--- src/rtl/mul_div_if.sv ---
// Handshake and operand bus between a requester and the multiply/divide unit.
`ifndef WORD_WIDTH
`define WORD_WIDTH 32
`endif

interface mul_div_if #(
    parameter int WORD_WIDTH = `WORD_WIDTH
);
    logic                  start;
    logic [1:0]            op;
    logic [WORD_WIDTH-1:0] src_a;
    logic [WORD_WIDTH-1:0] src_b;
    logic                  busy;
    logic                  done;
    logic [WORD_WIDTH-1:0] result;

    modport master (
        output start, op, src_a, src_b,
        input  busy, done, result
    );

    modport slave (
        input  start, op, src_a, src_b,
        output busy, done, result
    );
endinterface

--- src/rtl/mul_div_unit.sv ---
// Iterative unsigned multiply / restoring divide unit.
// One bit is processed per cycle. Latency is fixed at WORD_WIDTH cycles for all ops.
// The same two working registers are shared by both algorithms:
//   multiply: acc_r = running high half, lo_r = multiplier shifting out / product low half
//   divide  : acc_r = partial remainder,  lo_r = dividend shifting out / quotient shifting in
`ifndef WORD_WIDTH
`define WORD_WIDTH 32
`endif

module mul_div_unit #(
    parameter int WORD_WIDTH = `WORD_WIDTH
) (
    input  logic       clk,
    input  logic       rst,
    mul_div_if.slave   io
);
    localparam int CW = $clog2(WORD_WIDTH);
    localparam logic [CW-1:0] LAST_ITER = CW'(WORD_WIDTH - 1);

    typedef enum logic [1:0] {
        IDLE = 2'b00,
        RUN  = 2'b01,
        DONE = 2'b10
    } state_t;

    state_t                state_r;
    logic [1:0]            op_r;
    logic [WORD_WIDTH-1:0] opnd_r;      // multiplicand or divisor
    logic [WORD_WIDTH-1:0] acc_r;
    logic [WORD_WIDTH-1:0] lo_r;
    logic [CW-1:0]         cnt_r;
    logic                  busy_r;
    logic                  done_r;
    logic [WORD_WIDTH-1:0] result_r;

    logic [WORD_WIDTH-1:0] addend_s;
    logic [WORD_WIDTH:0]   sum_s;
    logic [WORD_WIDTH-1:0] wr_s;
    logic                  div_ok_s;
    logic [WORD_WIDTH-1:0] acc_nxt_s;
    logic [WORD_WIDTH-1:0] lo_nxt_s;

    // One iteration of shift-add multiply or restoring divide on the latched operands.
    always_comb begin
        addend_s  = '0;
        sum_s     = '0;
        wr_s      = '0;
        div_ok_s  = 1'b0;
        acc_nxt_s = acc_r;
        lo_nxt_s  = lo_r;
        if (op_r[1] == 1'b0) begin
            // Add the multiplicand when the current multiplier bit is set, then shift the
            // whole (carry, acc, lo) chain right by one.
            if (lo_r[0]) begin
                addend_s = opnd_r;
            end else begin
                addend_s = '0;
            end
            sum_s     = {1'b0, acc_r} + {1'b0, addend_s};
            acc_nxt_s = sum_s[WORD_WIDTH:1];
            lo_nxt_s  = {sum_s[0], lo_r[WORD_WIDTH-1:1]};
        end else begin
            // Shift the next dividend bit into the remainder. The bit shifted out of acc_r
            // is kept separately so the compare never needs a wider subtractor; when it is
            // set the shifted remainder is certainly >= divisor. A zero divisor always
            // "fits", which yields an all-ones quotient and returns the dividend.
            wr_s     = {acc_r[WORD_WIDTH-2:0], lo_r[WORD_WIDTH-1]};
            div_ok_s = acc_r[WORD_WIDTH-1] | (wr_s >= opnd_r);
            if (div_ok_s) begin
                acc_nxt_s = wr_s - opnd_r;
            end else begin
                acc_nxt_s = wr_s;
            end
            lo_nxt_s = {lo_r[WORD_WIDTH-2:0], div_ok_s};
        end
    end

    // Control FSM with registered busy/done/result; rst overrides everything.
    always_ff @(posedge clk) begin
        if (rst) begin
            state_r  <= IDLE;
            op_r     <= 2'b00;
            opnd_r   <= '0;
            acc_r    <= '0;
            lo_r     <= '0;
            cnt_r    <= '0;
            busy_r   <= 1'b0;
            done_r   <= 1'b0;
            result_r <= '0;
        end else begin
            case (state_r)
                IDLE: begin
                    done_r <= 1'b0;
                    if (io.start) begin
                        op_r   <= io.op;
                        acc_r  <= '0;
                        cnt_r  <= '0;
                        busy_r <= 1'b1;
                        state_r <= RUN;
                        if (io.op[1]) begin
                            opnd_r <= io.src_b;
                            lo_r   <= io.src_a;
                        end else begin
                            opnd_r <= io.src_a;
                            lo_r   <= io.src_b;
                        end
                    end else begin
                        busy_r <= 1'b0;
                    end
                end
                RUN: begin
                    acc_r <= acc_nxt_s;
                    lo_r  <= lo_nxt_s;
                    cnt_r <= cnt_r + CW'(1);
                    if (cnt_r == LAST_ITER) begin
                        state_r <= DONE;
                        busy_r  <= 1'b0;
                        done_r  <= 1'b1;
                        // High word / remainder live in acc, low word / quotient in lo.
                        if (op_r[0]) begin
                            result_r <= acc_nxt_s;
                        end else begin
                            result_r <= lo_nxt_s;
                        end
                    end else begin
                        busy_r <= 1'b1;
                    end
                end
                DONE: begin
                    done_r  <= 1'b0;
                    busy_r  <= 1'b0;
                    state_r <= IDLE;
                end
                default: begin
                    state_r <= IDLE;
                    busy_r  <= 1'b0;
                    done_r  <= 1'b0;
                end
            endcase
        end
    end

    assign io.busy   = busy_r;
    assign io.done   = done_r;
    assign io.result = result_r;

endmodule
--- src/flat_wrapper.sv ---
// flat-port wrapper written by rule: the top's interface ports become plain ports
module mul_div_unit_flat 
#(
    parameter int WORD_WIDTH = `WORD_WIDTH
)
  (clk, rst, io_start, io_op, io_src_a, io_src_b, io_busy, io_done, io_result);
  mul_div_if #(.WORD_WIDTH(WORD_WIDTH)) io_i ();
  input  logic clk;
  input  logic rst;
  input wire logic [$bits(io_i.start)-1:0] io_start;
  input wire logic [$bits(io_i.op)-1:0] io_op;
  input wire logic [$bits(io_i.src_a)-1:0] io_src_a;
  input wire logic [$bits(io_i.src_b)-1:0] io_src_b;
  output wire logic [$bits(io_i.busy)-1:0] io_busy;
  output wire logic [$bits(io_i.done)-1:0] io_done;
  output wire logic [$bits(io_i.result)-1:0] io_result;
  assign io_i.start = io_start;
  assign io_i.op = io_op;
  assign io_i.src_a = io_src_a;
  assign io_i.src_b = io_src_b;
  assign io_busy = io_i.busy;
  assign io_done = io_i.done;
  assign io_result = io_i.result;
  mul_div_unit #(.WORD_WIDTH(WORD_WIDTH)) u_core (.clk(clk), .rst(rst), .io(io_i));
endmodule
--- config.mk ---
export PLATFORM = sky130hd
export DESIGN_NAME = mul_div_unit_flat
export DESIGN_NICKNAME = d
export VERILOG_FILES = /design/src/rtl/mul_div_if.sv /design/src/rtl/mul_div_unit.sv /design/src/flat_wrapper.sv
export SDC_FILE = /design/constraint.sdc
export NUM_CORES = 1
export LEC_CHECK = 0
export CAP_MARGIN = 20
export CORE_MARGIN = 1
export CORE_UTILIZATION = 53
export DETAILED_ROUTE_END_ITERATION = 10
export PLACE_DENSITY = 0.78
export SLEW_MARGIN = 20
export SYNTH_ARGS = -nofsm -noshare
export SYNTH_HDL_FRONTEND = slang
export SYNTH_SLANG_ARGS = --single-unit
--- constraint.sdc ---
create_clock -name clk -period 3.4 [get_ports clk]
set_clock_uncertainty 0.1 [all_clocks]
set_input_delay 0.68 -clock clk [delete_from_list [all_inputs] [get_ports clk]]
set_output_delay 0.68 -clock clk [all_outputs]
set_load 0.05 [all_outputs]
==> metrics.md, run 1 <==
| Metric | Value |
|---|---|
| Clock-pin slew on the worst setup and hold paths | 0.07 ns |
| Area of the die | 20,700 µm² |
| Seq/Total Area, Yosys | 0.261 |
| Yosys Warn Count | 0 |
| Routed Antenna Nets | 0 |
| Post-synth net total | 1,465 |
| Total number of vias | 11,500 |
| Worst r2r path cells | 13 |
| EDFF count, synth | 0 |
| Initial Utilization | 0.545 |
| Power density over cell area | 376 nW/µm² |
| CTS tree | yes |
| Final Max Slew Viols | 0 |
| Layout area overhead | 31.1% |
| Fillers | 1,486 |
| CTS sink count | 139 |
| Total gr overflow | 0 |
| Hold Buf Count CTS | 0 |
| R2R Path Start | u_core.lo_r[0]$_SDFFE_PP0P_ |
| Critical Path AT | 3.62 ns |
| Worst slew pin tran | 0.751 ns |
| Crit Path Max Fanout | 11 |
| Die Wd | 144 µm |
| Nets | 1,662 |
| Power Internal | 3.46 mW |
| Clock Latency Late Sink | 0.44 ns |
| Initial antenna violation count | 1 |
| TritonCTS Buffers | 17 |
| # rows | 51 |
| Synth unique cells | 75 |
| Vias in the first global route | 10,600 |
| Primary FF master, synth | dfxtp_1 |
| Root Buffer | clkbuf_16 |
| Sequential share of power | 0.347 |
| 1st-pass router iterations | 6 |
| Final worst setup slack | -0.00128 ns |
| Register bit total from synthesis | 139 |
| Switching pwr | 1.79 mW |
| Crit Path Category | reg -> reg |
| Hold Slack | 0.388 ns |
| Share of layout cells above drive strength 1 | 0.191 |
| P_leak | 6.02 nW |
| Final period util | 1.00 |
| Io pins | 103 |
| Status | finished, violations left |
| Drt total wl | 38,600 µm |
| Max_slew headroom | 0.499 |
| Fmax | 294 MHz |
| Worst reg2reg setup slack | -0.001 ns |
| CORE AREA | 19,600 µm² |
| Mean Syn Cell Area | 8.04 µm² |
| Fin Setup TNS | -0.00128 ns |
| Final Hold Vio Count | 0 |
| Port bufs | 102 |
| Crit path capture | u_core.io.result[30]$_SDFFE_PP0P_ |
| Clock buffer depth | 2 |
| DR vias/cell | 6.35 |
| Die height | 144 µm |
| H-Tree Level Count | 4 |
| Drt drc | 0 |
| Post-route minimum period | 3.40 ns |
| Initial drt markers | 1,149 |
| HPWL after DPL | 28,000 µm |
| All-Layer GR Usage | 0.370 |
| Clock power share | 0.355 |
| Post-Syn Area | 10,700 µm² |
| Largest net degree at the start of global routing | 93 |
| Failing checks | setup timing |
| GP Congestion | 1.02 |
| Crit. End Element | flop |
| RSZ-0062 raised after global routing | true |
| Crit path required time | 3.62 ns |
| Ys async rst share | 0 |
| Crit path launch type | flop |
| Max_cap viols | 0 |
| Crit. Startpoint | u_core.lo_r[0]$_SDFFE_PP0P_ |
| Combinational power share | 0.298 |
| Peak VDD IR | 406 µV |
| Net Sw Frac | 0.341 |
| Setup violations, final | 1 |
| HP Class | reg -> reg |
| First-pass GRT wire length | 57,900 µm |
| Reg2reg end | u_core.io.result[30]$_SDFFE_PP0P_ |
| WL/cell | 21.4 µm |
| N_diodes | 0 |
| Cells after Synth | 1,328 |
## Yosys cell counts, types with 3 or more instances
library cell,number,area (µm²)
a211o_1,12,105
a211oi_1,50,375
a211oi_2,5,62.6
a21bo_2,3,30.0
a21o_1,33,248
a21oi_1,151,756
a221oi_1,3,26.3
a22o_1,30,263
a31oi_1,16,100
a32o_1,4,40.0
a41oi_1,3,26.3
and2_1,41,257
and3_1,8,50.1
buf_1,12,45.0
buf_2,5,25.0
clkbuf_1,62,233
dfxtp_1,139,2780
ha_1,66,826
inv_1,66,248
mux2i_1,125,1250
mux4_2,7,158
nand2_1,73,274
nand2b_1,9,56.3
nand3_1,15,75.1
nand4_1,7,43.8
nor2_1,130,488
nor2b_1,9,56.3
nor3_1,19,95.1
nor4_1,5,31.3
o211ai_1,15,113
o21a_1,5,37.5
o21ai_0,52,260
o21ai_1,5,25.0
o21bai_1,7,52.6
o22ai_1,32,200
o31a_1,3,26.3
o31ai_1,5,37.5
or3_1,4,25.0
xnor2_1,31,272
xor2_1,17,149
## worst max-delay path, stage by stage, from the launching register on
cell	delay, ns
dfxtp_4	0.37
bufbuf_16	0.28
and2_1	0.16
ha_1	0.40
o21ai_0	0.13
nand2_1	0.09
nand3_1	0.07
o211ai_1	0.36
a21oi_1	0.15
o21ai_2	0.23
a211oi_1	0.11
or4b_1	0.53
a31oi_1	0.21
a21oi_1	0.09
## per-layer routing
metal / wire [µm] / global-route usage
met2: 16100 / 0.519
met1: 16400 / 0.525
met3: 5060 / 0.120
met4: 1060 / 0.121
met5: 9 / 0
## cell families (layout without fill, tap and decap cells)
| logic type | Yosys count | count (layout) | share of synthesized area |
|---|---|---|---|
| flip-flops | 139 | 139 | 0.261 |
| buffers and inverters | 152 | 362 | 0.0572 |
| AO/OA/AOI/OAI | 455 | 455 | 0.281 |
| adder cells (fa/ha/maj) | 68 | 68 | 0.0811 |
| multiplexers | 136 | 136 | 0.137 |
| AND/OR/NAND/NOR | 330 | 330 | 0.144 |
| XOR/XNOR | 48 | 48 | 0.0394 |
## metrics by stage
| stage | area (µm²) | worst slack, ns | utilization | instances | total power, mW |
|---|---|---|---|---|---|
| finish | 14000 | -0.00128 | 0.715 | 1803 | 5.26 |
| global route | 14000 | -0.113 | 0.715 | 1803 | 5.44 |
| CTS | 13600 | -0.0105 | 0.693 | 1793 | 5.12 |
| detailed placement | 12700 | -0.215 | 0.651 | 1750 | 3.21 |
| global placement | 12700 | -0.213 | 0.651 | 1750 | 3.19 |
| floorplan | 10700 | 0.0762 | - | 1328 | 2.68 |
## worst min-delay path by stage
| stage | from | end | slack, ns | cells after the start |
|---|---|---|---|---|
| 2_1_floorplan | u_core.cnt_r[3]$_SDFFE_PP0P_ | u_core.cnt_r[3]$_SDFFE_PP0P_ | 0.33 | 1 |
| 5_1_grt | u_core.cnt_r[3]$_SDFFE_PP0P_ | u_core.cnt_r[3]$_SDFFE_PP0P_ | 0.40 | 1 |
| 4_1_cts | u_core.cnt_r[3]$_SDFFE_PP0P_ | u_core.cnt_r[3]$_SDFFE_PP0P_ | 0.38 | 1 |
| 3_5_place_dp | u_core.cnt_r[3]$_SDFFE_PP0P_ | u_core.cnt_r[3]$_SDFFE_PP0P_ | 0.37 | 1 |
| 6_report | u_core.io.result[4]$_SDFFE_PP0P_ | u_core.io.result[4]$_SDFFE_PP0P_ | 0.39 | 2 |
| 3_3_place_gp | u_core.cnt_r[3]$_SDFFE_PP0P_ | u_core.cnt_r[3]$_SDFFE_PP0P_ | 0.36 | 1 |
## layout by cell type (no fill, tap or decap), drive strengths merged, types with 4 or more instances in the layout
cell | synthesis | routed
xnor2 | 31 | 31
a22o | 30 | 30
mux2 | 4 | 4
nor2 | 131 | 131
mux2i | 125 | 125
and3 | 8 | 8
o22ai | 32 | 32
nor4 | 5 | 5
o21a | 5 | 5
a221oi | 4 | 4
a32o | 4 | 4
a211o | 12 | 12
nand2 | 73 | 73
a211oi | 55 | 55
a21oi | 153 | 153
and2 | 41 | 41
ha | 66 | 66
a31oi | 17 | 17
clkinv | 1 | 5
o21bai | 7 | 7
clkbuf | 62 | 19
xor2 | 17 | 17
o21ai | 59 | 59
o211ai | 15 | 15
nor3 | 19 | 19
nand3 | 15 | 15
buf | 22 | 159
dfxtp | 139 | 139
nand4 | 7 | 7
nor2b | 9 | 9
inv | 67 | 75
or3 | 4 | 4
o31ai | 5 | 5
clkdlybuf4s50 | 0 | 100
nand2b | 9 | 9
a21o | 33 | 33
mux4 | 7 | 7
## power groups by stage
stage / combinational [mW] / sequential, mW / clock (mW)
2_1_floorplan: 0.893 / 1.79 / 0
3_3_place_gp: 1.35 / 1.84 / 0
3_5_place_dp: 1.37 / 1.84 / 0
4_1_cts: 1.46 / 1.81 / 1.85
5_1_grt: 1.67 / 1.83 / 1.93
6_report: 1.57 / 1.83 / 1.87
## area by class of cell
class	count	area, µm²	share of cell area
Sequential cell	139	2800	0.200
Timing Repair Buffer	262	2360	0.169
Multi-Input combinational cell	1037	7670	0.548
Tap cell	265	332	0.0237
Inverter	68	255	0.0182
Clock inverter	15	156	0.0112
Clock buffer	17	425	0.0304
## flip-flops by register name (all words and copies together), names as in the netlist
name and cells:
u_core.acc_r 32, u_core.cnt_r 5, u_core.io.busy 1, u_core.io.done 1, u_core.io.result 32, u_core.lo_r 32
u_core.op_r 2, u_core.opnd_r 32, u_core.state_r 2
## timing repair
action	CTS	global route
setup buffers	10	8
pin swaps	12	40
endpoints found under the setup margin	48	52
gates resized for setup	32	65
cloned	1	2
Power figures use the tool's default switching activity.
==> inputs of run 2 (changes only) <==
CORE_MARGIN = default   (was 1)
SKIP_CTS_REPAIR_TIMING = 1   (was default)
==> metrics.md, run 2 (synthesized netlist as in run 1, its figures left out) <==
| Metric | Value |
|---|---|
| Status | finished, violations left |
| Failing checks | setup timing |
| Crit path required time | 3.62 ns (about the same) |
| Port bufs | 102 (unchanged) |
| Worst slew pin tran | 0.799 ns (+0.0473 ns) |
| P_leak | 5.97 nW (-0.75%) |
| Area of the die | 20,700 µm² (unchanged) |
| Pre-CTS setup slack | -0.215 ns (unchanged) |
| Commonest non-fill, non-tap cells in the layout | buf_4, a21oi_1, nor2_1 |
| M1 wire length | 16,400 µm (-0.30%) |
| HPWL after DPL | 28,000 µm (unchanged) |
| TritonCTS Buffers | 17 (unchanged) |
| Max_slew headroom | 0.466 (-0.0328) |
| DR vias/cell | 6.31 (-0.67%) |
| Largest net degree at the start of global routing | 93 (unchanged) |
| Sequence of cells on the critical path | buf_6 -> ha_4 -> fa_2 -> nand2b_4 -> a21o_1 -> a211oi_2 -> buf_4 -> o21bai_1 -> a21o_1 -> a21oi_2 -> o21a_1 -> o31ai_1 -> buf_4 -> mux4_2 -> a22o_1 |
| Crit Path Category | reg -> reg |
| # rows | 51 (unchanged) |
| Final worst setup slack | -0.101 ns (-0.100 ns) |
| H-Tree Level Count | 4 (unchanged) |
| Final Max Slew Viols | 0 (unchanged) |
| Fmax | 286 MHz (-2.9%) |
| Fin Setup TNS | -0.513 ns (-0.512 ns) |
| Post-route minimum period | 3.50 ns (+0.100 ns) |
| Placement-stage cell area | 12,700 µm² (unchanged) |
| Met3 wire len | 4950 µm (-2.1%) |
| Crit path launch type | flop |
| Fin area | 13,900 µm² (-0.88%) |
| CORE AREA | 19,600 µm² (unchanged) |
| Clock-pin slew on the worst setup and hold paths | 0.06 ns (about the same) |
| N_diodes | 0 (unchanged) |
| WL/cell | 21.1 µm (-1.3%) |
| CP max-delay cell | mux4_2 |
| RSZ-0062 raised after global routing | true |
| Root Buffer | clkbuf_16 |
| Die height | 144 µm (unchanged) |
| CTS sink count | 139 (unchanged) |
| Critical Path AT | 3.73 ns (+0.11 ns) |
| Worst reg2reg setup slack | -0.10 ns (-0.10 ns) |
| Crit Path Max Fanout | 3 (-8) |
| Max_cap viols | 0 (unchanged) |
| HP Class | reg -> reg |
| Drt total wl | 38,100 µm (-1.3%) |
| Setup violations, final | 10 (+9) |
| Share of layout cells above drive strength 1 | 0.188 (-0.00260) |
| Total number of vias | 11,400 (-0.67%) |
| Nets | 1,662 (unchanged) |
| Initial Utilization | 0.545 (unchanged) |
| Die Wd | 144 µm (unchanged) |
| Commonest non-fill, non-tap cell in the layout | buf_4 |
| Top routing layer in use | met4 |
| Crit. End Element | flop |
| Drt drc | 0 (unchanged) |
| Fillers | 1,536 (+3.4%) |
| Io pins | 103 (unchanged) |
| Power density over cell area | 378 nW/µm² (+0.56%) |
| Final Hold Vio Count | 0 (unchanged) |
| Peak VDD IR | 409 µV (+0.54%) |
| Initial antenna violation count | 0 (-1) |
| First-pass GRT wire length | 56,700 µm (-2.1%) |
| R2R Path Start | u_core.opnd_r[0]$_SDFFE_PP0P_ |
| Crit path largest cell delay | 0.46 ns (-0.07 ns) |
| All-Layer GR Usage | 0.363 (-0.00706) |
| GP Congestion | 1.02 (unchanged) |
| Final period util | 1.03 (+0.0295) |
| Routed Antenna Nets | 0 (unchanged) |
| Layout area overhead | 30.0% |
| Hold Slack | 0.383 ns (-0.00544 ns) |
| Post-layout util | 0.708 (-0.00626) |
| Crit. Startpoint | u_core.opnd_r[0]$_SDFFE_PP0P_ |
| Clock buffer depth | 2 (unchanged) |
| FF/Latch Area | 2800 µm² (about the same) |
| Hold wc startpoint | u_core.cnt_r[3]$_SDFFE_PP0P_ |
| Vias in the first global route | 10,400 (-1.8%) |
| Area of the multi-input gates | 7600 µm² (-0.83%) |
| CTS tree | yes |
| 1st-pass router iterations | 6 (unchanged) |
| Initial drt markers | 1,158 (+0.78%) |
| Total gr overflow | 0 (unchanged) |
| Met2 WL | 15,800 µm (-1.5%) |
| Clock Latency Late Sink | 0.43 ns (about the same) |
[run 2: power by group]
part           leakage, nW  total (mW)  switching (mW)  internal [mW]
Sequential            1.14        1.82           0.115           1.71
Clock                0.284        1.86           0.820           1.04
Combinational         4.55        1.56           0.849          0.712
Total                 5.97        5.24            1.78           3.46
[run 2: routing by layer]
metal | track usage | vias up
met4 | 0.109 | 0
met1 | 0.515 | 5347
li1 | - | 5289
met3 | 0.126 | 83
met2 | 0.507 | 660
met5 | 0 | -
[run 2: worst paths after layout]
path | to | cells past startpoint
max | u_core.io.result[28]$_SDFFE_PP0P_ | 15
min | u_core.cnt_r[3]$_SDFFE_PP0P_ | 1
max reg2reg | u_core.io.result[28]$_SDFFE_PP0P_ | 15
min reg2reg | u_core.cnt_r[3]$_SDFFE_PP0P_ | 1
[run 2: final cells by class]
class / count / area share
multi-input cells: 1037 / 0.548
flip-flops and latches: 139 / 0.202
inverters: 68 / 0.0184
clock buffers: 17 / 0.0307
well taps: 265 / 0.0239
clock inverters: 15 / 0.0113
repair buffers: 262 / 0.166
[run 2: worst max-delay path: cells and delay by family (launching register included)]
family	cells	cell delay [ns]
AOI/OAI and AO/OA	8	1.41
adders and majority gates	2	0.53
buffers and inverters	3	0.43
DFF	1	0.33
muxes	1	0.46
and+or+nand+nor	1	0.15
[run 2: stage by stage]
stage	total power [mW]	std cells
5_1_grt	5.43	1803
6_report	5.24	1803
2_1_floorplan	2.68	1328
4_1_cts	5.04	1782
3_5_place_dp	3.21	1750
3_3_place_gp	3.19	1750
==> inputs of run 3 (changes only) <==
CORE_UTILIZATION = 59   (was 53)
PLACE_DENSITY = 0.82   (was 0.78)
clock period = 3.9 ns   (was 3.4 ns; I/O delays follow)
==> metrics.md, run 3 (synthesized netlist as in run 1, its figures left out) <==
| Metric | Value |
|---|---|
| Status | complete, no violations |
| N_diodes | 0 (unchanged) |
| CORE AREA | 17,500 µm² (-11%) |
| Area of the multi-input gates | 7310 µm² (-3.8%) |
| Clock buffer depth | 2 (unchanged) |
| Total number of vias | 10,800 (-5.0%) |
| Worst slew pin tran | 0.890 ns (+0.0912 ns) |
| Vias in the first global route | 9,830 (-5.4%) |
| Share of layout cells above drive strength 1 | 0.0828 (-0.105) |
| Commonest non-fill, non-tap cell in the layout | a21oi_1 |
| HP Class | reg -> reg |
| Post-route minimum period | 3.76 ns (+0.262 ns) |
| Fin Setup TNS | 0 ns (+0.513 ns) |
| H-Tree Level Count | 4 (unchanged) |
| Crit. Startpoint | u_core.lo_r[31]$_SDFFE_PP0P_ |
| Hold endpoint | u_core.cnt_r[3]$_SDFFE_PP0P_ |
| Peak VDD IR | 336 µV (-18%) |
| Pre-CTS setup slack | 0.122 ns (+0.336 ns) |
| Die Wd | 137 µm (-5.1%) |
| Initial drt markers | 1,192 (+2.9%) |
| Layout area overhead | 18.4% |
| Power density over cell area | 350 nW/µm² (-7.3%) |
| GP Congestion | 0.990 (-3.0%) |
| All-Layer GR Usage | 0.382 (+0.0197) |
| Fmax | 266 MHz (-7.0%) |
| Port bufs | 102 (unchanged) |
| Crit path required time | 4.10 ns (+0.48 ns) |
| Crit Path Max Fanout | 13 (+10) |
| # rows | 48 (-5.9%) |
| Worst r2r path cells | 14 (-1) |
| Crit path launch type | flop |
| Largest net degree at the start of global routing | 93 (unchanged) |
| CTS tree | yes |
| RSZ-0062 raised after global routing | false |
| CTS sink count | 139 (unchanged) |
| Total gr overflow | 0 (unchanged) |
| WL/cell | 21.3 µm (+0.74%) |
| Fillers | 1,393 (-9.3%) |
| Drt drc | 0 (unchanged) |
| First-pass GRT wire length | 54,200 µm (-4.4%) |
| Root Buffer | clkbuf_16 |
| Reg2reg end | u_core.io.result[4]$_SDFFE_PP0P_ |
| Crit. End Element | flop |
| TritonCTS Buffers | 17 (unchanged) |
| Setup violations, final | 0 (-10) |
| Max_slew headroom | 0.405 (-0.0617) |
| P_leak | 5.41 nW (-9.4%) |
| Initial antenna violation count | 0 (unchanged) |
| Final Hold Vio Count | 0 (unchanged) |
| Clock-pin slew on the worst setup and hold paths | 0.06 ns (about the same) |
| 1st-pass router iterations | 6 (unchanged) |
| Area of the die | 18,600 µm² (-10%) |
| Max_cap viols | 0 (unchanged) |
| R2R Path Start | u_core.lo_r[31]$_SDFFE_PP0P_ |
| Final worst setup slack | 0.137 ns (+0.238 ns) |
| Crit Path Category | reg -> reg |
| Commonest non-fill, non-tap cells in the layout | a21oi_1, dfxtp_1, nor2_1 |
| Final period util | 0.965 (-0.0649) |
| Io pins | 103 (unchanged) |
| Hold wc startpoint | u_core.cnt_r[3]$_SDFFE_PP0P_ |
| Worst hold path cell count | 1 (unchanged) |
| FF/Latch Area | 2790 µm² (-0.45%) |
| Final Max Slew Viols | 0 (unchanged) |
| Clock Latency Late Sink | 0.43 ns (about the same) |
| Critical Path AT | 3.97 ns (+0.24 ns) |
| Routed Antenna Nets | 0 (unchanged) |
| Initial Utilization | 0.611 (+0.0659) |
| HPWL after DPL | 26,700 µm (-4.5%) |
| Drt total wl | 35,100 µm (-7.8%) |
| Worst reg2reg setup slack | 0.14 ns (+0.24 ns) |
| Die height | 137 µm (-5.1%) |
| Total power | 4.43 mW (-16%) |
| DR vias/cell | 6.55 (+3.8%) |
| Nets | 1,549 (-6.8%) |
run 3: routing by layer:
| metal | up-vias | part of all wire | track usage | routed length [µm] |
|---|---|---|---|---|
| met2 | 614 | 0.41 | 0.540 | 14300 |
| li1 | 5072 | - | - | - |
| met1 | 5060 | 0.45 | 0.554 | 15700 |
| met4 | 0 | 0.022 | 0.108 | 778 |
| met5 | - | 0 | 0 | 0 |
| met3 | 60 | 0.12 | 0.117 | 4360 |
run 3: worst max-delay path: stages, from the launching register on:
cell	delay (ns)
dfxtp_1	0.37
inv_1	0.09
ha_1	0.28
fa_1	0.44
nand2b_1	0.19
a21o_1	0.21
a211oi_2	0.26
nor2_2	0.10
a211oi_2	0.21
o21ai_2	0.10
and2_4	0.24
buf_4	0.21
mux2i_1	0.44
mux4_2	0.33
o21ai_1	0.06
run 3: how the worst max path moves through the flow:
stage / to / slack, ns / cells past startpoint
2_1_floorplan: u_core.io.result[28]$_SDFFE_PP0P_ / 0.58 / 14
3_3_place_gp: u_core.io.result[4]$_SDFFE_PP0P_ / 0.20 / 14
3_5_place_dp: u_core.io.result[16]$_SDFFE_PP0P_ / 0.12 / 14
4_1_cts: u_core.io.result[16]$_SDFFE_PP0P_ / 0.1 / 14
5_1_grt: u_core.io.result[16]$_SDFFE_PP0P_ / 0.04 / 14
6_report: u_core.io.result[4]$_SDFFE_PP0P_ / 0.14 / 14
run 3: per-stage QoR:
| step | instances | hold WS (ns) | cell area [µm²] | utilization |
|---|---|---|---|---|
| 2_1_floorplan | 1328 | 0.329 | 10700 | - |
| 3_3_place_gp | 1618 | 0.344 | 12000 | 0.687 |
| 3_5_place_dp | 1618 | 0.362 | 12000 | 0.687 |
| 4_1_cts | 1650 | 0.368 | 12600 | 0.722 |
| 5_1_grt | 1650 | 0.390 | 12600 | 0.723 |
| 6_report | 1650 | 0.379 | 12600 | 0.723 |
run 3: final cells by class:
type	count	share of cell area
inverter	68	0.0202
multi-input combinational	1037	0.578
tap	225	0.0223
clock inverter	14	0.0146
sequential	139	0.220
timing repair buffer	149	0.110
clock buffer	18	0.0339
run 3: power by group:
part           internal, mW  switching [mW]  leakage, nW
clock                  1.02           0.680        0.296
combinational         0.469           0.665         3.98
sequential             1.49           0.102         1.13
total                  2.98            1.45         5.41
